[src/rtl/bcd_pkg.sv]
// bcd_pkg: shared BCD digit type, limits and decimal-to-packed-BCD conversion
package bcd_pkg;
  typedef logic [3:0] bcd_digit_t;
  localparam bcd_digit_t BCD_MAX_DIGIT = 4'd9;
  function automatic logic [63:0] to_bcd(input int unsigned v);
    logic [63:0] r;
    r = '0;
    for (int i = 0; i < 16; i++) begin
      r[4*i+:4] = 4'(v % 10);
      v = v / 10;
    end
    return r;
  endfunction
endpackage

[src/rtl/bcd_digit_step.sv]
// bcd_digit_step: one decimal digit of a rippled BCD increment/decrement
module bcd_digit_step
  import bcd_pkg::*;
(
  input  bcd_digit_t digit,
  input  logic       up,
  input  logic       en,
  output bcd_digit_t nxt,
  output logic       co
);
  logic wrap;
  assign wrap = up ? (digit == BCD_MAX_DIGIT) : (digit == 4'd0);
  assign co   = en & wrap;
  assign nxt  = !en ? digit : wrap ? (up ? 4'd0 : BCD_MAX_DIGIT) : up ? digit + 4'd1 : digit - 4'd1;
endmodule

[src/rtl/bcd_occupancy_counter.sv]
// bcd_occupancy_counter: saturating BCD up/down occupancy counter
// Optional capacity limit and full flag via OCCUPANCY_CAPACITY_EN.
module bcd_occupancy_counter
  import bcd_pkg::*;
#(
  parameter int DIGITS   = 2,
  parameter int CAPACITY = 50
) (
  input  logic                clk,
  input  logic                rst_n,
  input  logic                clr,
  input  logic                inc,
  input  logic                dec,
  output logic [4*DIGITS-1:0] count,
  output logic                upd,
  output logic                ovf,
  output logic                unf,
`ifdef OCCUPANCY_CAPACITY_EN
  output logic                full,
`endif
  output logic                empty
);
  localparam int W = 4 * DIGITS;
  localparam logic [63:0] MAX_FULL = to_bcd(10 ** DIGITS - 1);
  localparam logic [W-1:0] MAX_BCD = MAX_FULL[W-1:0];
  logic [W-1:0] nxt;
  logic [DIGITS:0] c;
  logic inc_blk;
  assign c[0] = 1'b1;
  for (genvar g = 0; g < DIGITS; g++) begin : g_dig
    bcd_digit_step u_step (
      .digit(count[4*g+:4]),
      .up   (inc),
      .en   (c[g]),
      .nxt  (nxt[4*g+:4]),
      .co   (c[g+1])
    );
  end
  assign empty = (count == '0);
`ifdef OCCUPANCY_CAPACITY_EN
  localparam logic [63:0] CAP_FULL = to_bcd(CAPACITY);
  localparam logic [W-1:0] CAP_BCD = CAP_FULL[W-1:0];
  assign full    = (count >= CAP_BCD);
  assign inc_blk = (count == MAX_BCD) | full;
`else
  assign inc_blk = (count == MAX_BCD);
`endif
  // a borrow out of the top digit while counting down means count was zero
  always_ff @(posedge clk or negedge rst_n) begin
    if (!rst_n) begin
      count <= '0;
      upd   <= 1'b0;
      ovf   <= 1'b0;
      unf   <= 1'b0;
    end else begin
      upd <= 1'b0;
      ovf <= 1'b0;
      unf <= 1'b0;
      if (clr) begin
        count <= '0;
        upd   <= |count;
      end else if (inc && !dec) begin
        if (inc_blk) ovf <= 1'b1;
        else begin
          count <= nxt;
          upd   <= 1'b1;
        end
      end else if (dec && !inc) begin
        if (c[DIGITS]) unf <= 1'b1;
        else begin
          count <= nxt;
          upd   <= 1'b1;
        end
      end
    end
  end
endmodule

[config.mk]
export PLATFORM = sky130hd
export DESIGN_NAME = bcd_occupancy_counter
export DESIGN_NICKNAME = d
export VERILOG_FILES = /design/src/rtl/bcd_pkg.sv /design/src/rtl/bcd_digit_step.sv /design/src/rtl/bcd_occupancy_counter.sv
export SDC_FILE = /design/constraint.sdc
export NUM_CORES = 1
export LEC_CHECK = 0
export CAP_MARGIN = 30
export CORE_MARGIN = 4
export CORE_UTILIZATION = 49
export DETAILED_ROUTE_END_ITERATION = 10
export GPL_TIMING_DRIVEN = 1
export PLACE_DENSITY = 0.77
export SLEW_MARGIN = 20
export SYNTH_ARGS = -nofsm -noshare
export SYNTH_HDL_FRONTEND = slang
export SYNTH_SLANG_ARGS = --single-unit
[constraint.sdc]
create_clock -name clk -period 2.2 [get_ports clk]
set_input_delay 0.22 -clock clk [delete_from_list [all_inputs] [get_ports clk]]
set_output_delay 0.22 -clock clk [all_outputs]
set_load 0.02 [all_outputs]
==> results of run 1 <==
final cells by class:
cell class / instances / area [um2]
Clock buffer: 4 / 26.28
Fill cell: 121 / 446.7
Inverter: 7 / 26.28
Multi-Input combinational cell: 64 / 509.2
Sequential cell: 11 / 277.8
Tap cell: 16 / 20.02
Timing Repair Buffer: 22 / 217.7
state kept, by name (all words and copies together) (netlist names):
name   count
count      8
ovf        1
unf        1
upd        1
Yosys cell counts, types with 2 or more instances:
cell type  number  area (um2)
dfrtp_1        11       275.3
ha_1            4       50.05
nand4_1         2       12.51
nor2_1          6       22.52
o21ai_0         4       20.02
nand3_1         3       15.01
inv_1           7       26.28
nand2_1         6       22.52
xor2_1          2       17.52
nor3_1          5       25.02
fa_1            2       40.04
a21oi_1         4       20.02
o31ai_1         3       22.52
a22oi_1         2       15.01
final timing paths:
kind                                         to  slack (ns)
max                                       empty        0.08
min                        count[6]$_DFFE_PN0P_        0.29
max in group asynchronous  count[4]$_DFFE_PN0P_        1.53
min reg2reg                       unf$_DFF_PN0_        0.64
max reg2reg                count[3]$_DFFE_PN0P_        0.22
min in group clk                  unf$_DFF_PN0_        0.64
cells by family (layout without fill, tap and decap cells):
family / count (synthesis) / count (layout) / synth area share (%)
buffers and inverters: 10 / 33 / 5.736
xor gates and xnor gates: 3 / 3 / 3.256
AOI/OAI and AO/OA: 23 / 23 / 22.64
and+or+nand+nor: 30 / 30 / 20.47
DFF: 11 / 11 / 34.11
adders and majority gates: 6 / 6 / 11.16
muxes: 2 / 2 / 2.636
layer usage:
metal | vias to the layer above | wire length (um) | GRT usage (%)
li1 | 365 | - | -
met1 | 375 | 842 | 21.76
met2 | 29 | 1025 | 29.78
met3 | 8 | 136 | 4.601
met4 | 0 | 42 | 7.623
met5 | - | 0 | 0
per-stage QoR:
step / area (um2) / utilization, % / std cells / setup TNS [ns]
6_report: 1077 / 70.69 / 124 / 0
3_5_place_dp: 1025 / 67.24 / 120 / -0.03728
4_1_cts: 1057 / 69.38 / 124 / 0
5_1_grt: 1077 / 70.69 / 124 / 0
3_3_place_gp: 1025 / 67.24 / 120 / 0
2_1_floorplan: 807.0 / - / 85 / 0
power by group:
part / switching [mW] / total [mW] / leakage, nW / internal (mW)
Sequential: 0.128 / 0.395 / 0.139 / 0.267
Combinational: 0.385 / 0.746 / 0.310 / 0.361
Clock: 0.0709 / 0.141 / 0.0150 / 0.0704
Total: 0.584 / 1.28 / 0.465 / 0.698
what timing repair did:
item                                    4_1_cts  5_1_grt
pin swaps                                     0        0
endpoints found under the setup margin        1        1
gates cloned                                  0        0
resized for setup                             1        4
buffers inserted                              0        0
==> summary.txt, run 1 <==
post-DP HPWL -> 1.472 mm
outcome -> completed
# IOs -> 17
Fmax -> 472.5 MHz
die outline width -> 48.59 um
total track usage -> 17.97%
worst r2r path cells -> 5
antenna violations before repair -> 0
Setup crit start -> count[5]$_DFFE_PN0P_
Slew HR -> 64.82%
final net count -> 120
Synth warnings -> 0
Diodes inserted -> 0
clock buffer depth -> 2
post-synthesis cell count -> 85
Seq cells post-synth -> 11
area delta synth->final -> 33.49%
1st-pass router iterations -> 4
commonest cells after routing, fill and taps aside -> 16 x clkdlybuf4s50_1, 9 x dfrtp_1, 7 x inv_1, 6 x nor2_1, 6 x nand2_1
leak pwr -> 0.4648 nW
initial DRC count -> 27
final worst slack -> 0.08339 ns
total power -> 1.282 mW
Unique masters post-synth -> 38
commonest non-fill, non-tap cell in the layout -> clkdlybuf4s50_1
Fin. Hold Viols -> 0
Initial Utilization -> 52.96%
gr ovfl total -> 0
row cnt -> 14
Root Driver -> clkbuf_4
largest net degree at the start of global routing -> 12
fraction of layout cells with a size suffix above 1 -> 17.59%
RD Place Congestion -> 0.7428
Worst path depth -> 4
Clock Skew -> 0.002467 ns
unrepaired setup endpoints after global routing -> no
CP peak stage delay -> 0.60 ns
synthesized area -> 807.0 um2
vias -> 777
Seq/Total Area, Yosys -> 34.11%
cell family with most CP delay -> buffers and inverters
Remaining DRCs -> 0
CP Capture Type -> output port
CP Max Fanout -> 6
Die Area -> 0.002361 mm2
ys flop type -> dfrtp_1
Die Ht -> 48.59 um
Mean Syn Cell Area -> 9.494 um2
Worst path slowest cell -> clkdlybuf4s50_1
WP buf/inv -> 2
vias in the first global route -> 733
Inserted Clock Buffers -> 3
EDFF count, synth -> 0
PD cells -> 1190 mW/mm2
crit path DAT -> 1.90 ns
min Tclk post-route -> 2.117 ns
Avg WL per Cell -> 16.51 um
clock sinks -> 11
first-pass GRT wire length -> 3.381 mm
Final Max Tran Viols -> 0
sequence of cells on the critical path -> nor4_4 -> nand2_2 -> inv_1 -> clkdlybuf4s50_1
H-tree depth -> 1
Post-Syn Nets -> 96
Setup-failing EPs final -> 0
vias per cell -> 6.266
input/output buffers -> 16
asr flop ratio synth -> 100.0%
Setup WS pre-CTS -> -0.03728 ns
Hold Crit Class -> in2async
Critical Path RT -> 1.98 ns
DRT Wirelength -> 2.047 mm
crit path kind -> reg2out
smallest hold slack -> 0.2902 ns
VDD IR-drop max -> 0.6965 mV
TritonCTS clock tree -> yes
crit path launch type -> flop
post-route antenna net violation count -> 0
clock slew at the register clock pins of the worst setup and hold paths -> 0.07 ns
Max Cap Violations -> 0
Worst-Margin Slew -> 0.5260 ns
CORE AREA -> 0.001524 mm2
later-pin clock latency in the skew report -> 0.27 ns
R2R Path Start -> count[7]$_DFFE_PN0P_
period utilization -> 96.21%
hold_buf cts -> 0
Power figures use the tool's default switching activity.
==> run 2: changes to the inputs <==
- SLEW_MARGIN: 20 -> 15
==> results of run 2 <==
The final DEF is identical to that of run 1; final timing and power are the same.
==> run 3: changes to the inputs <==
- CORE_ASPECT_RATIO: not set -> 0.75
- CORE_UTILIZATION: 49 -> 44
- PLACE_DENSITY: 0.77 -> 0.73
- clock period: 2.2 -> 1.8 ns (I/O delays scaled with it)
==> summary.txt, run 3 (synthesis results as in run 1) <==
outcome -> finished, violations left
failing checks -> setup timing
Worst-Margin Slew -> 0.5318 ns
CORE AREA -> 0.001740 mm2
row cnt -> 13
RD Place Congestion -> 0.8537
final net count -> 138
CP Max Fanout -> 6
die outline width -> 57.45 um
Hold Crit Class -> in2async
Diodes inserted -> 0
r2r endpoint -> count[4]$_DFFE_PN0P_
Fmax -> 553.3 MHz
Remaining DRCs -> 0
clock slew at the register clock pins of the worst setup and hold paths -> 0.07 ns
area delta synth->final -> 56.28%
Worst path slowest cell -> dfrtp_2
later-pin clock latency in the skew report -> 0.28 ns
H-tree depth -> 1
Critical Path RT -> 1.97 ns
total power -> 1.834 mW
crit path launch type -> flop
post-DP HPWL -> 1.598 mm
Final Max Tran Viols -> 0
crit path DAT -> 1.98 ns
Die Area -> 0.002590 mm2
clock buffer depth -> 2
CP peak stage delay -> 0.45 ns
fraction of layout cells with a size suffix above 1 -> 38.10%
Setup-failing EPs final -> 1
largest net degree at the start of global routing -> 12
commonest non-fill, non-tap cell in the layout -> buf_4
antenna violations before repair -> 0
Setup WS pre-CTS -> -0.3188 ns
Clock Skew -> 0.004078 ns
total track usage -> 19.15%
gr ovfl total -> 0
min Tclk post-route -> 1.807 ns
input/output buffers -> 16
final worst slack -> -0.007433 ns
TritonCTS clock tree -> yes
leak pwr -> 0.5463 nW
clock sinks -> 11
R2R Path Start -> count[4]$_DFFE_PN0P_
Slew HR -> 64.43%
post-route antenna net violation count -> 0
crit path kind -> reg2reg
Fill cells -> 145
Initial Utilization -> 46.37%
Max Cap Violations -> 0
Die Ht -> 45.09 um
DRT Wirelength -> 2.365 mm
Top reg by flops -> count
Inserted Clock Buffers -> 3
1st-pass router iterations -> 5
vias per cell -> 5.743
unrepaired setup endpoints after global routing -> yes
PD cells -> 1454 mW/mm2
Worst R2R Setup Slack -> -0.007 ns
period utilization -> 100.4%
max FFs per register -> 8
commonest cells after routing, fill and taps aside -> 24 x buf_4, 14 x clkdlybuf4s50_1, 7 x dfrtp_1, 6 x inv_1, 6 x nor2_1
worst r2r path cells -> 5
Avg WL per Cell -> 15.98 um
# IOs -> 17
Root Driver -> clkbuf_4
initial DRC count -> 25
vias in the first global route -> 831
first-pass GRT wire length -> 3.781 mm
Fin. Hold Viols -> 0
sequence of cells on the critical path -> and4bb_2 -> buf_4 -> o31ai_2 -> a41o_2 -> mux2_2
vias -> 850
VDD IR-drop max -> 0.7891 mV
CP Capture Type -> flop
==> run 3: changes by cell type in the layout (fill, tap and decap cells not counted), moves of 2 or more <==
cell,change
buf_4,+19
clkdlybuf4s50_1,-2
dfrtp_1,-2
dfrtp_2,+2
ha_1,-2
ha_4,+2
o31ai_1,-2
o31ai_2,+2
==> run 3: worst max-delay path: cells and delay by family (launching register included) <==
kind,cells,cell delay (ns)
compound gates,2,0.47
flops,1,0.45
mux,1,0.34
simple gates,1,0.29
buf+inv,1,0.15
==> run 3: cell type report <==
type                            instances  area (um2)  share of cell area (%)
Multi-Input combinational cell         64       556.8                   44.15
Timing Repair Buffer                   40       340.3                   26.98
Sequential cell                        11       280.3                   22.22
Inverter                                7       30.03                   2.381
Tap cell                               22       27.53                   2.183
Clock buffer                            4       26.28                   2.083
==> run 3: layer usage <==
metal | part of all wire (%) | vias to the layer above | GRT usage (%) | wire, um
li1 | - | 400 | - | -
met1 | 51 | 423 | 25.66 | 1201
met2 | 44 | 23 | 31.31 | 1042
met3 | 3.7 | 4 | 2.857 | 87
met4 | 1.4 | 0 | 7.870 | 34
met5 | 0 | - | 0 | 0
==> run 3: power by group <==
group          internal [mW]  leakage, nW  total, mW  switching (mW)
Clock                 0.0861       0.0150      0.179          0.0926
Sequential             0.330        0.137      0.442           0.113
Combinational          0.619        0.395       1.21           0.594
Total                   1.03        0.546       1.83           0.799
==> run 3: per-stage QoR <==
stage	TNS (ns)	instances	instance area (um2)	hold WS (ns)	util [%]
global placement	-1.190	141	1161	0.5442	66.71
detailed placement	-1.352	141	1161	0.5567	66.71
CTS	0	146	1207	0.2497	69.37
global route	-0.4547	148	1261	0.2921	72.47
floorplan	0	85	838.3	-0.1156	-
finish	-0.007433	148	1261	0.2463	72.47
==> run 3: how the worst max path moves through the flow <==
stage / cells after the start / start / endpoint / slack (ns)
finish: 5 / count[4]$_DFFE_PN0P_ / count[4]$_DFFE_PN0P_ / -0.007
global route: 6 / count[5]$_DFFE_PN0P_ / count[1]$_DFFE_PN0P_ / -0.08
CTS: 5 / count[4]$_DFFE_PN0P_ / empty / 0.02
detailed placement: 8 / inc / count[3]$_DFFE_PN0P_ / -0.32
global placement: 8 / inc / count[3]$_DFFE_PN0P_ / -0.26
floorplan: 5 / count[6]$_DFFE_PN0P_ / count[3]$_DFFE_PN0P_ / 0.0006
==> run 3: repair_timing <==
| action | CTS | global route |
|---|---|---|
| setup buffers | 1 | 2 |
| gates resized for setup | 5 | 6 |
| pin swaps | 2 | 5 |
| hold buffers | 0 | 0 |
| setup endpoints to repair | 5 | 5 |
